==> src/rtl/hazard_pkg.sv <==
// Shared types for the forwarding/hazard unit: select encoding, tracking-entry
// layout and the zero-register constant.
package hazard_pkg;

  localparam logic [4:0] XZR = 5'd31;

  // Entries store register addresses zero-extended to this width, so any
  // REG_ADDR_W up to ENTRY_AW fits the shared struct.
  localparam int ENTRY_AW = 8;

  typedef enum logic [1:0] {
    FWD_EXE = 2'b00,
    FWD_MEM = 2'b01,
    FWD_RF  = 2'b10,
    FWD_WB  = 2'b11
  } fwd_sel_t;

  typedef struct packed {
    logic                valid;
    logic [ENTRY_AW-1:0] aw;
    logic                regwrite;
    logic                is_load;
  } stage_entry_t;

  localparam stage_entry_t BUBBLE = '0;

  function automatic logic entry_live(input stage_entry_t e,
                                      input logic [ENTRY_AW-1:0] zero_reg);
    return e.valid && e.regwrite && (e.aw != zero_reg);
  endfunction

endpackage

==> src/rtl/fwd_port_match.sv <==
// Per-read-port match against the EXE/MEM/WB entries; WB participates only
// when FORWARD_HAZARD_WB_FWD_EN is defined.
module fwd_port_match
  import hazard_pkg::*;
#(
  parameter int REG_ADDR_W = 5,
  parameter int ZERO_REG   = 31
) (
  input  stage_entry_t          exe_i,
  input  stage_entry_t          mem_i,
  input  stage_entry_t          wb_i,
  input  logic [REG_ADDR_W-1:0] addr_i,
  input  logic                  en_i,
  output fwd_sel_t              sel_o,
  output logic                  load_hit_o
);

  localparam logic [ENTRY_AW-1:0] ZERO_EXT = ENTRY_AW'(ZERO_REG);

  logic [ENTRY_AW-1:0] addr_ext;
  logic                port_act;
  logic                hit_exe;
  logic                hit_mem;

  assign addr_ext = ENTRY_AW'(addr_i);
  assign port_act = en_i && (addr_ext != ZERO_EXT);
  assign hit_exe  = port_act && entry_live(exe_i, ZERO_EXT) && (exe_i.aw == addr_ext);
  assign hit_mem  = port_act && entry_live(mem_i, ZERO_EXT) && (mem_i.aw == addr_ext);

`ifdef FORWARD_HAZARD_WB_FWD_EN
  logic hit_wb;
  assign hit_wb = port_act && entry_live(wb_i, ZERO_EXT) && (wb_i.aw == addr_ext);

  always_comb begin
    sel_o = FWD_RF;
    if (hit_exe)      sel_o = FWD_EXE;
    else if (hit_mem) sel_o = FWD_MEM;
    else if (hit_wb)  sel_o = FWD_WB;
  end
`else
  // WB is tracked upstream but never matched in this build.
  logic unused_wb;
  assign unused_wb = ^wb_i;

  always_comb begin
    sel_o = FWD_RF;
    if (hit_exe)      sel_o = FWD_EXE;
    else if (hit_mem) sel_o = FWD_MEM;
  end
`endif

  assign load_hit_o = hit_exe && exe_i.is_load;

endmodule

==> src/rtl/forward_hazard_unit.sv <==
// Decode-side forwarding selects, load-use stall and hazard counter with
// internal EXE/MEM/WB destination tracking. Optional: FORWARD_HAZARD_WB_FWD_EN.
module forward_hazard_unit
  import hazard_pkg::*;
#(
  parameter int NUM_READ_PORTS = 2,
  parameter int REG_ADDR_W     = 5,
  parameter int ZERO_REG       = 31,
  parameter int CNT_W          = 16
) (
  input  logic                               clk,
  input  logic                               reset_n,
  input  logic [NUM_READ_PORTS*REG_ADDR_W-1:0] rd_addr,
  input  logic [NUM_READ_PORTS-1:0]          rd_en,
  input  logic                               dec_valid,
  input  logic [REG_ADDR_W-1:0]              dec_aw,
  input  logic                               dec_regwrite,
  input  logic                               dec_is_load,
  input  logic                               flush,
  output logic [2*NUM_READ_PORTS-1:0]        fwd_sel,
  output logic                               stall,
  output logic [CNT_W-1:0]                   hazard_cnt
);

  stage_entry_t exe_q, exe_d;
  stage_entry_t mem_q, mem_d;
  stage_entry_t wb_q, wb_d;
  stage_entry_t dec_entry;
  logic [CNT_W-1:0] cnt_q, cnt_d;

  fwd_sel_t                port_sel [NUM_READ_PORTS];
  logic [NUM_READ_PORTS-1:0] load_hit;

  for (genvar gi = 0; gi < NUM_READ_PORTS; gi++) begin : g_port
    fwd_port_match #(
      .REG_ADDR_W (REG_ADDR_W),
      .ZERO_REG   (ZERO_REG)
    ) u_match (
      .exe_i      (exe_q),
      .mem_i      (mem_q),
      .wb_i       (wb_q),
      .addr_i     (rd_addr[gi*REG_ADDR_W +: REG_ADDR_W]),
      .en_i       (rd_en[gi]),
      .sel_o      (port_sel[gi]),
      .load_hit_o (load_hit[gi])
    );
  end

  assign stall = dec_valid && !flush && (|load_hit);

  // A stalled decode reads nothing useful, so its operand muxes park on the RF.
  always_comb begin
    fwd_sel = '0;
    for (int i = 0; i < NUM_READ_PORTS; i++) begin
      fwd_sel[2*i +: 2] = stall ? FWD_RF : port_sel[i];
    end
  end

  always_comb begin
    dec_entry = '{valid:    dec_valid,
                  aw:       ENTRY_AW'(dec_aw),
                  regwrite: dec_regwrite,
                  is_load:  dec_is_load};
  end

  // Flush kills decode and EXE; a stall only injects a bubble behind the load.
  always_comb begin
    wb_d  = mem_q;
    mem_d = exe_q;
    exe_d = dec_entry;
    cnt_d = cnt_q;
    if (flush) begin
      mem_d = BUBBLE;
      exe_d = BUBBLE;
    end else if (stall) begin
      exe_d = BUBBLE;
    end
    if (stall && (cnt_q != '1)) begin
      cnt_d = cnt_q + CNT_W'(1);
    end
  end

  always_ff @(posedge clk or negedge reset_n) begin
    if (!reset_n) begin
      exe_q <= BUBBLE;
      mem_q <= BUBBLE;
      wb_q  <= BUBBLE;
      cnt_q <= '0;
    end else begin
      exe_q <= exe_d;
      mem_q <= mem_d;
      wb_q  <= wb_d;
      cnt_q <= cnt_d;
    end
  end

  assign hazard_cnt = cnt_q;

endmodule

==> config.mk <==
export PLATFORM = sky130hd
export DESIGN_NAME = forward_hazard_unit
export DESIGN_NICKNAME = d
export VERILOG_FILES = /design/src/rtl/hazard_pkg.sv /design/src/rtl/fwd_port_match.sv /design/src/rtl/forward_hazard_unit.sv
export SDC_FILE = /design/constraint.sdc
export NUM_CORES = 1
export LEC_CHECK = 0
export ABC_CLOCK_PERIOD_IN_PS = 3200
export CAP_MARGIN = 25
export CORE_ASPECT_RATIO = 0.9
export CORE_MARGIN = 2
export CORE_UTILIZATION = 50
export DETAILED_ROUTE_END_ITERATION = 16
export GPL_TIMING_DRIVEN = 0
export HOLD_SLACK_MARGIN = 0.1
export PLACE_DENSITY_LB_ADDON = 0.15
export SLEW_MARGIN = 20
export SYNTH_ARGS = -nofsm -noshare
export SYNTH_HDL_FRONTEND = slang
export SYNTH_HIERARCHICAL = 1
export SYNTH_SLANG_ARGS = --single-unit
export TNS_END_PERCENT = 5
==> constraint.sdc <==
create_clock -name clk -period 3.2 [get_ports clk]
set_input_delay 0.48 -clock clk [delete_from_list [all_inputs] [get_ports clk]]
set_output_delay 0.48 -clock clk [all_outputs]
set_load 0.02 [all_outputs]
[Word level (Yosys, flattened, before mapping)]
Index checks and enable logic that the tools add are counted.
Operators by class
  equality and inequality tests: 9
  $add $sub $neg: 1
  mux-type cells: 9
  reductions and logical operators: 21
Operators with widths (number)
  11-bit 2-to-1 mux: 3
  8-bit by 5-bit equality test with 1-bit output: 4
  1-bit logical AND: 19
  16-bit by 1-bit adder with 16-bit output (second input constant): 1
  16-bit inequality test (second input constant): 1
  8-bit by 5-bit inequality test with 1-bit output (second input constant): 2
  2-bit 2-to-1 mux: 6
  5-bit inequality test (second input constant): 2
  2-bit OR reduction: 1
  1-bit logical NOT: 1
Storage, ports and cells
  bits in registers: 37
  word-level logic and storage cells: 48

[Longest topological paths before layout]
Gate-level depths: netlist (run 1).
  depth in word-level cells: 9
  depth in mapped cells: 10
  depth with buffers taken out: 9

[Cells and area by module]
The synthesis (run 1) kept the hierarchy.
Modules (own cells, without submodules)
  forward_hazard_unit: area an instance 1591.5 um^2, cells each 121, sequential area each 1001.0 um^2, instances 1
  fwd_port_match: area an instance 222.7 um^2, cells each 30, sequential area each 0.0 um^2, instances 2

[Worst setup path before layout (run 1)]
OpenSTA, ideal clock, no wires.
  kind: input -> output
  from: input port rd_addr[6]
  to: output port fwd_sel[0]
  stages: 9
  data arrival time: 2097 ps
  setup slack: 623 ps
  buffers on the path: 2
  cells stage by stage: xnor2_1 -> nand4_1 -> nor4_2 -> and2_1 -> nor2_1 -> or2_1 -> buf_6 -> buf_6 -> and2_1
Between the ends
  longest elaborated chain between the ends: 8
RTL lines
  from (decl): line forward_hazard_unit.sv:13  | input logic [NUM_READ_PORTS*REG_ADDR_W-1:0] rd_addr,
  5-bit inequality test: line fwd_port_match.sv:26  | assign port_act = en_i && (addr_ext != ZERO_EXT);
  1-bit logical AND: line fwd_port_match.sv:26
  1-bit logical AND: line fwd_port_match.sv:27  | assign hit_exe = port_act && entry_live(exe_i, ZERO_EXT) && (exe_i.aw == addr_ext);
  1-bit logical AND *: line fwd_port_match.sv:27
  1-bit logical AND *: line fwd_port_match.sv:52  | assign load_hit_o = hit_exe && exe_i.is_load;
  net load_hit[1]: line forward_hazard_unit.sv:32  | logic [NUM_READ_PORTS-1:0] load_hit;
  2-bit OR reduction *: line forward_hazard_unit.sv:49  | assign stall = dec_valid && !flush && (|load_hit);
  1-bit logical AND *: line forward_hazard_unit.sv:49
  2-bit 2-to-1 mux *: line forward_hazard_unit.sv:55  | fwd_sel[2*i +: 2] = stall ? FWD_RF : port_sel[i];
  to (decl): line forward_hazard_unit.sv:20  | output logic [2*NUM_READ_PORTS-1:0] fwd_sel,
Mark *: on every way through the listed nets, which the timed path passes. The rest lies on a longest branch.

[Final worst setup path (run 1)]
  from: input port rd_addr[7]
  to: output port fwd_sel[3]
The elaborated chain is that of the path after synthesis.

==> summary.md, run 1 <==
| Metric | Value |
|---|---|
| Row cnt | 20 |
| Warnings from Yosys | 6 |
| Final setup vio count | 0 |
| Peak supply drop | 0.000257 V |
| DR iter-0 viols | 70 |
| Worst Path Required | 2720 ps |
| Grt met1 use | 28.9% |
| Global route overflow | 0 |
| Fill count | 247 |
| GRT Total Usage | between 20% and 30% |
| Period minus WS final | 3070 ps |
| CTS tree | built |
| PwrDens | about 330 mW/mm^2 |
| Die X | 67.3 um |
| Mapped Avg Cell Area | ~11 um^2 |
| Design Area, Final | 0.00244 mm^2 |
| Mapped Area | 0.00180 mm^2 |
| Outcome | completed |
| Startpoint types | input pin |
| Routed wire length | 4150 um |
| Crit end category | primary output |
| Max Slew Vio Count | 0 |
| Vias in the first global route | 1420 |
| Share of layout cells above drive strength 1 | 14.0% |
| Post-placement worst setup slack | -628 ps |
| TritonCTS sink count | 31 |
| Tcrit/Tclk final | between 90% and 100% |
| Highest clock rate | 325 MHz |
| Mapped Cells | 171 |
| Port bufs | 43 |
| Crit Path Max Fanout | 10 |
| Via density | 5.40 |
| Critical-path cell list | dlygate4sd2_1 -> xnor2_1 -> nand4_1 -> nor4_4 -> and2_4 -> nor2_1 -> or2_1 -> buf_6 -> buf_6 -> nand2b_1 -> clkdlybuf4s15_1 |
| Unrepaired setup endpoints after global routing | no |
| Top-Level Pins | 44 |
| Critical-path top delay cell | nor4_4 |
| Top delay family on crit path | simple AND/OR/NAND/NOR gates |
| Setup CP Type | in -> out |
| Buf/Inv on CP | 4 |
| GRT busiest layer | met2 |
| Overall power | around 0.00081 W |
| Clock slew seen by the registers of the worst setup and hold paths | 70 ps |
| CP Data Arrival Time | 2590 ps |
| Worst hold slack | 212 ps |
| Worst setup margin | 127 ps |
| Layout area overhead | 35.4% |
| Max-slew headroom | 55.1% |
| Drt wl/cell | 14.8 um |
| Gpl congestion | ~0.89 |
| Root Driver | clkbuf_8 |
| Setup_tns | 0 ps |
| Die area | 0.00411 mm^2 |
| Clock Path Buffers | 2 |
| Antenna cells | 0 |
| CTS Buf Count | 5 |
| Slew @ Worst Pin | between 600 and 700 ps |
| First-pass DRT Iterations | 4 |
| Crit path largest cell delay | between 300 and 400 ps |
| Initial antenna violation count | 0 |
| Via count | 1511 |
| Die Height | 61.0 um |
| Met2 Use GR | 35.2% |
| H-tree Lvls | 2 |
| Nets | 259 |
| Worst Skew | a little under 6 ps |
| Worst-Skew Late Latency | 290 ps |
| Post-route ant nets | 0 |
| Most used cell, CP | buf_6 |
| Post-route DRC | 0 |
| Global-route wire length before repair | 6520 um |
| Largest net degree at the start of global routing | 32 |
| Hold Vio Cnt, Final | 0 |
| Max Cap Violations | 0 |
| Worst hold-check path type | in -> async |
| Detailed Place HPWL | just over 3000 um |
| Area of placed instances | roughly 0.0023 mm^2 |
| Core footprint | approximately 0.0034 mm^2 |
| Met3 Track Usage GR | 6.12% |
| Initial Utilization | between 50% and 60% |
| P_leak | 1.13 nW |
## timing repair
item	in CTS	in global routing
gates cloned	0	0
hold buffers	0	0
buffers inserted	2	1
hold endpoints to repair	0	0
pin swaps	4	5
endpoints found under the setup margin	5	5
resized for setup	17	8
## cells in the final DEF (no fill, tap or decap), types with 3 or more instances in the layout
cell             count
nor4_4               3
dlygate4sd2_1        8
clkbuf_8             5
and2_1              11
and2b_1              4
dfrtp_1             31
nor3_1               8
buf_4                3
conb_1              12
nor2_1              10
nand2_1             12
xnor2_1             20
nor2b_1              3
nor4b_2              4
nor4_1               4
xor2_1              15
nand4_1              8
clkdlybuf4s50_1     28
nand3_1             12
## per-layer routing
metal  share of wire [%]  vias up
met4                 1.7        0
li1                    -      716
met5                   0        -
met1                  44      731
met3                 6.2        9
met2                  48       55
## area by class of cell
cell class                      instances  area (um^2)  share of cell area, %
Inverter                                1         3.75                  0.154
Tap cell                               44         55.1                   2.25
Clock inverter                          3         20.0                  0.819
Clock buffer                            5         68.8                   2.82
Buffer                                  2         22.5                  0.922
Timing Repair Buffer                   46          434                   17.8
Sequential cell                        31          776                   31.7
Multi-Input combinational cell        148         1060                   43.5
## path summary, 6_finish.rpt
| path | from | to | slack [ps] | cells after the start |
|---|---|---|---|---|
| worst max-delay path | rd_addr[7] | fwd_sel[3] | 130 | 11 |
| worst min-delay path | reset_n | mem_q[10] | 210 | 1 |
| worst max register to register | exe_q[4] | hazard_cnt[9] | 760 | 10 |
| worst min register to register | hazard_cnt[15] | hazard_cnt[15] | 500 | 1 |
| max in group asynchronous | reset_n | exe_q[1] | 2540 | 1 |
| min in group clk | hazard_cnt[15] | hazard_cnt[15] | 500 | 1 |
## report_power, final
part	internal (W)	total [W]	switching, W
clock network	0.000151	0.000318	0.000167
registers	0.000400	0.000412	0.0000122
logic	0.0000439	0.0000815	0.0000375
total	0.000595	0.000812	0.000216
## per-stage QoR
| stage | util [%] | cells |
|---|---|---|
| 4_1_cts | 71.1 | 279 |
| 3_3_place_gp | 68.0 | 269 |
| 6_report | 71.3 | 280 |
| 5_1_grt | 71.3 | 280 |
| 2_1_floorplan | - | 182 |
| 3_5_place_dp | 67.8 | 269 |
## registers in the layout, indices dropped and copies added (netlist names)
name / count
hazard_cnt: 16
exe_q: 8
mem_q: 7
No activity file was read; power rests on OpenSTA's default activity.
==> run 2, diff against run 1 <==
--- a/config.mk
+++ b/config.mk
@@ -9,10 +9,10 @@
 export CAP_MARGIN = 25
 export CORE_ASPECT_RATIO = 0.9
 export CORE_MARGIN = 2
-export CORE_UTILIZATION = 50
+export CORE_UTILIZATION = 51
 export DETAILED_ROUTE_END_ITERATION = 16
 export GPL_TIMING_DRIVEN = 0
-export HOLD_SLACK_MARGIN = 0.1
+export HOLD_SLACK_MARGIN = 0.05
 export PLACE_DENSITY_LB_ADDON = 0.15
 export SLEW_MARGIN = 20
 export SYNTH_ARGS = -nofsm -noshare
==> run 2 against run 1 <==
  * Via count shrank 0.40%
  * Die area shrank 1.8%
  * Final cell count grew 0.36%
  * Clock-buffer cell count grew 2
  * First-iteration DRC count shrank 1.4%
  * Critical endpoint is now fwd_sel[0]
  * Critical path type unchanged
  * Register-to-register slack gained 20 ps
  * Combinational power shrank 0.6%
==> summary.md, run 2 (synthesis gave the netlist of run 1 again) <==
| Metric | Value |
|---|---|
| Port bufs | 43 |
| Max reg flops | 16 |
| Startpoint types | input pin |
| GRT Total Usage | approximately 22% |
| Routed wire length | 4070 um |
| Reg-to-reg setup timing slack | between 700 and 800 ps |
| Detailed Place HPWL | 3040 um |
| Final setup vio count | 0 |
| Tcrit/Tclk final | 97.5% |
| Most frequent cells in the layout | dfrtp_1, clkdlybuf4s50_1, xnor2_1 |
| Highest clock rate | 320 MHz |
| Die area | 0.00403 mm^2 |
| Max-slew headroom | between 50% and 60% |
| Share of layout cells above drive strength 1 | 13.9% |
| Via density | approximately 5.4 |
| Setup_tns | 0 ps |
| P_leak | around 1.1 nW |
| Unrepaired setup endpoints after global routing | no |
| Global-route wire length before repair | 6640 um |
| Area of placed instances | 0.00233 mm^2 |
| Clock Path Buffers | 2 |
| First-pass DRT Iterations | 4 |
| Overall power | between 0.0007 and 0.0008 W |
| Clock slew seen by the registers of the worst setup and hold paths | 70 ps |
| Max Slew Vio Count | 0 |
| Design Area, Final | around 0.0024 mm^2 |
| Worst Skew | slightly below 6 ps |
| Die Height | roughly 60 um |
| Core footprint | 0.00338 mm^2 |
| Worst hold-check path type | in -> async |
| PwrDens | around 320 mW/mm^2 |
| Nets | 260 |
| Row cnt | 20 |
| DR iter-0 viols | 69 |
| Worst-Skew Late Latency | 280 ps |
| Layout area overhead | 35.7% |
| Peak supply drop | 0.000282 V |
| Post-route ant nets | 0 |
| H-tree Lvls | 2 |
| Hold Vio Cnt, Final | 0 |
| Post-route DRC | 0 |
| CTS Buf Count | 5 |
| Max Cap Violations | 0 |
| Most common cell after layout, fill and taps aside | dfrtp_1 |
| Crit end category | primary output |
| Initial antenna violation count | 0 |
| Global route overflow | 0 |
| TritonCTS sink count | 31 |
| Period minus WS final | between 3000 and 4000 ps |
| Worst Path Required | 2720 ps |
| Drt wl/cell | between 10 and 15 um |
| Crit Path Max Fanout | 10 |
| Setup CP Type | in -> out |
| Largest net degree at the start of global routing | 32 |
| Root Driver | clkbuf_8 |
| Initial Utilization | 53.4% |
| Vias in the first global route | 1484 |
| Top-Level Pins | 44 |
| Post-CTS Hold Buffers | 0 |
| Gpl congestion | 0.863 |
| Antenna cells | 0 |
| CP Data Arrival Time | roughly 2600 ps |
| CTS tree | built |
| Outcome | completed |
| Via count | between 1500 and 2000 |
| Slew @ Worst Pin | ~670 ps |
| Die X | 66.7 um |
## run 2: cell types whose count changed in the layout (fill, tap and decap cells not counted), sizes merged
cell | before | now
clkinvlp | 2 | 0
clkdlybuf4s50 | 28 | 27
clkdlybuf4s15 | 2 | 1
clkbuf | 7 | 8
buf | 6 | 7
dlygate4sd2 | 8 | 11
## run 2: final timing paths
check,start,endpoint,cells after the start
setup / recovery,rd_addr[6],fwd_sel[0],11
setup reg to reg,exe_q[3],hazard_cnt[9],10
min in group clk,hazard_cnt[15],hazard_cnt[15],1
hold / removal,reset_n,hazard_cnt[11],1
max in group asynchronous,reset_n,exe_q[3],1
hold reg to reg,hazard_cnt[15],hazard_cnt[15],1
## run 2: area by class of cell
type / instances / area [um^2]
Sequential cell: 31 / 777
Tap cell: 44 / 55.1
Buffer: 2 / 22.5
Clock inverter: 1 / 5.00
Multi-Input combinational cell: 148 / 1070
Fill cell: 258 / 930
Timing Repair Buffer: 47 / 443
Inverter: 1 / 3.75
Clock buffer: 7 / 76.3
## run 2: repair_timing
item,CTS,global route
setup buffers,2,2
cloned,0,0
endpoints found under the setup margin,5,4
pin swaps,3,6
gates resized for setup,18,7
## run 2: worst max-delay path, stage by stage
cell and delay, ps:
dlygate4sd2_1 300, xnor2_1 180, nand4_1 160, nor4_4 350
and2_4 190, nor2_1 50, or2_1 230, buf_6 140
buf_6 140, and2_1 160, clkdlybuf4s15_2 250
## run 2: report_power, final
part | total (W) | switching (W) | internal (W)
Combinational | 0.0000810 | 0.0000374 | 0.0000436
Clock | 0.000288 | 0.000135 | 0.000152
Sequential | 0.000411 | 0.0000106 | 0.000401
## run 2: metal layers
layer | vias to the layer above | share of wire, % | routed length [um] | track usage, %
met5 | - | 0 | 0 | 0
met4 | 0 | 2.4 | 96 | 10.8
met3 | 10 | 5.3 | 214 | 4.82
met2 | 51 | 49 | 2010 | 36.9
met1 | 731 | 43 | 1760 | 27.7
li1 | 713 | - | - | -
## run 2: per-stage QoR
| step | setup slack (ps) | cells | hold WS [ps] | utilization [%] |
|---|---|---|---|---|
| 3_3_place_gp | -560 | 269 | 480 | 69.0 |
| 3_5_place_dp | -630 | 269 | 491 | 68.9 |
| 5_1_grt | 24.1 | 281 | 286 | 72.5 |
| 2_1_floorplan | 623 | 182 | 184 | - |
| 6_report | 79.2 | 281 | 240 | 72.5 |
| 4_1_cts | -56.7 | 279 | 258 | 71.8 |
==> run 3, diff against run 2 <==
--- a/config.mk
+++ b/config.mk
@@ -6,7 +6,6 @@
 export NUM_CORES = 1
 export LEC_CHECK = 0
 export ABC_CLOCK_PERIOD_IN_PS = 3200
-export CAP_MARGIN = 25
 export CORE_ASPECT_RATIO = 0.9
 export CORE_MARGIN = 2
 export CORE_UTILIZATION = 51
==> results of run 3 <==
No change in the layout: final DEF, timing and power equal those of run 2.
==> RTL change (settings of run 3) <==
`REG_ADDR_W` is set to 5 in 2 places; all go to 7.
--- a/src/rtl/fwd_port_match.sv
+++ b/src/rtl/fwd_port_match.sv
@@ -5,3 +5,3 @@
 #(
-  parameter int REG_ADDR_W = 5,
+  parameter int REG_ADDR_W = 7,
   parameter int ZERO_REG   = 31
--- a/src/rtl/forward_hazard_unit.sv
+++ b/src/rtl/forward_hazard_unit.sv
@@ -6,3 +6,3 @@
   parameter int NUM_READ_PORTS = 2,
-  parameter int REG_ADDR_W     = 5,
+  parameter int REG_ADDR_W     = 7,
   parameter int ZERO_REG       = 31,
Interface: changed (resized dec_aw and rd_addr); port bits go from 44 to 50. The function was not compared with the original's and may differ.
==> RTL change against run 3 <==
  * Wire length up 14%
  * Area after synthesis increased by 16%
  * Worst setup slack improved by 88 ps
  * Power increased by 16%
  * Sequential cell count up 4
  * Clock skew about the same
  * Design area rose by 17%
  * Cell count increased by 9.3%
  * Combinational power increased by 32%
  * Sequential share of layout area decreased by 1.1 points
  * Highest routed layer unchanged
==> RTL change: results (changes against run 3) <==
vias in the first global route 1560 (+5.1%); WL met1 2210 um (+26%); Wirelength per Cell 15.2 um (+4.7%); Plain + repair buffers 59 (+20%); DP Worst Slack -518 ps (+112 ps); clk cell area share 0.0324 (-0.000843); Clock power frac 0.361 (-0.008); met1 GRT Util 0.324 (+0.0472); comb_multi_in 156 (+5.4%); global-route wire length before repair 7720 um (+16%); crit path DAT 2550 ps (-90 ps); met3 Use GR 0.0420 (-0.00625); nets 288 (+11%); Iter 0 DRT Violations 63 (-8.7%); Static Leakage 1.28 nW (+13%); reg2reg end hazard_cnt[12]; hold_buf cts 1 (+1); Layout fillers 312 (+21%); setup repair bufs after CTS 3 (+1); Seq area share 0.306 (-0.0111); Worst Max-Slew Pin Slew 551 ps (-120 ps); largest net degree at the start of global routing 33 (+3.1%); Detail Route met2 WL 2200 um (+9.9%); Multi-input gate area 1240 um2 (+17%); max reg flops 16 (unchanged); WHS 508 ps (+268 ps); buffering overhead 0.204 (+0.0138); # port buffers 49 (+14%); Hold WC Path Type reg2reg; worst-case reg-to-reg path depth 9 (-1); Total GRT Usage 0.218 (-0.00274); maximum VDD drop 229 uV (-19%); clk sink count 35 (+13%); DR WL met3 202 um (-5.6%); Final period util 0.948 (-0.0274); origin of the worst setup path exe_q[7]; Resize count post-CTS 16 (-2); reg2reg start exe_q[4]; outcome finished clean; HPWL Detailed 3590 um (+18%); switching pwr 0.000232 W (+26%); combinational power 0.000107 W (+32%); share of layout cells above drive strength 1 0.170 (+0.0306); 1st-pass router iterations 4 (unchanged); RePlAce Congestion 0.898 (+4.0%); register-to-register setup slack 710 ps (-70 ps); met2 usage 0.328 (-0.0410)
-- RTL change: cell count changes in the layout (fill, tap and decap cells not counted), sizes merged, moves of 3 or more --
cell and delta:
and2b -4, and3b +4, conb -4, dfrtp +4
dlymetal6s2s +4, nand2 -3, nand2b +5, nand3 -10
nand4 +9, nor2 -5, nor2b +6, nor4 +5
nor4b -3, xnor2 +8
-- RTL change: worst max-delay path, stage by stage, from the launching register on --
cell and delay [ps]:
dfrtp_1 470, nand2b_1 190, nor4_1 490, nor4_4 110, and2_4 180, nor2_1 90
or2_4 130, buf_6 140, and2_1 140, dlygate4sd2_1 330
-- RTL change: through the flow --
step           power, W  instances  area, um2
2_1_floorplan  0.000519        196       2120
6_report       0.000901        307       2860
3_3_place_gp   0.000579        293       2680
5_1_grt        0.000939        307       2860
4_1_cts        0.000909        306       2820
3_5_place_dp   0.000585        294       2690
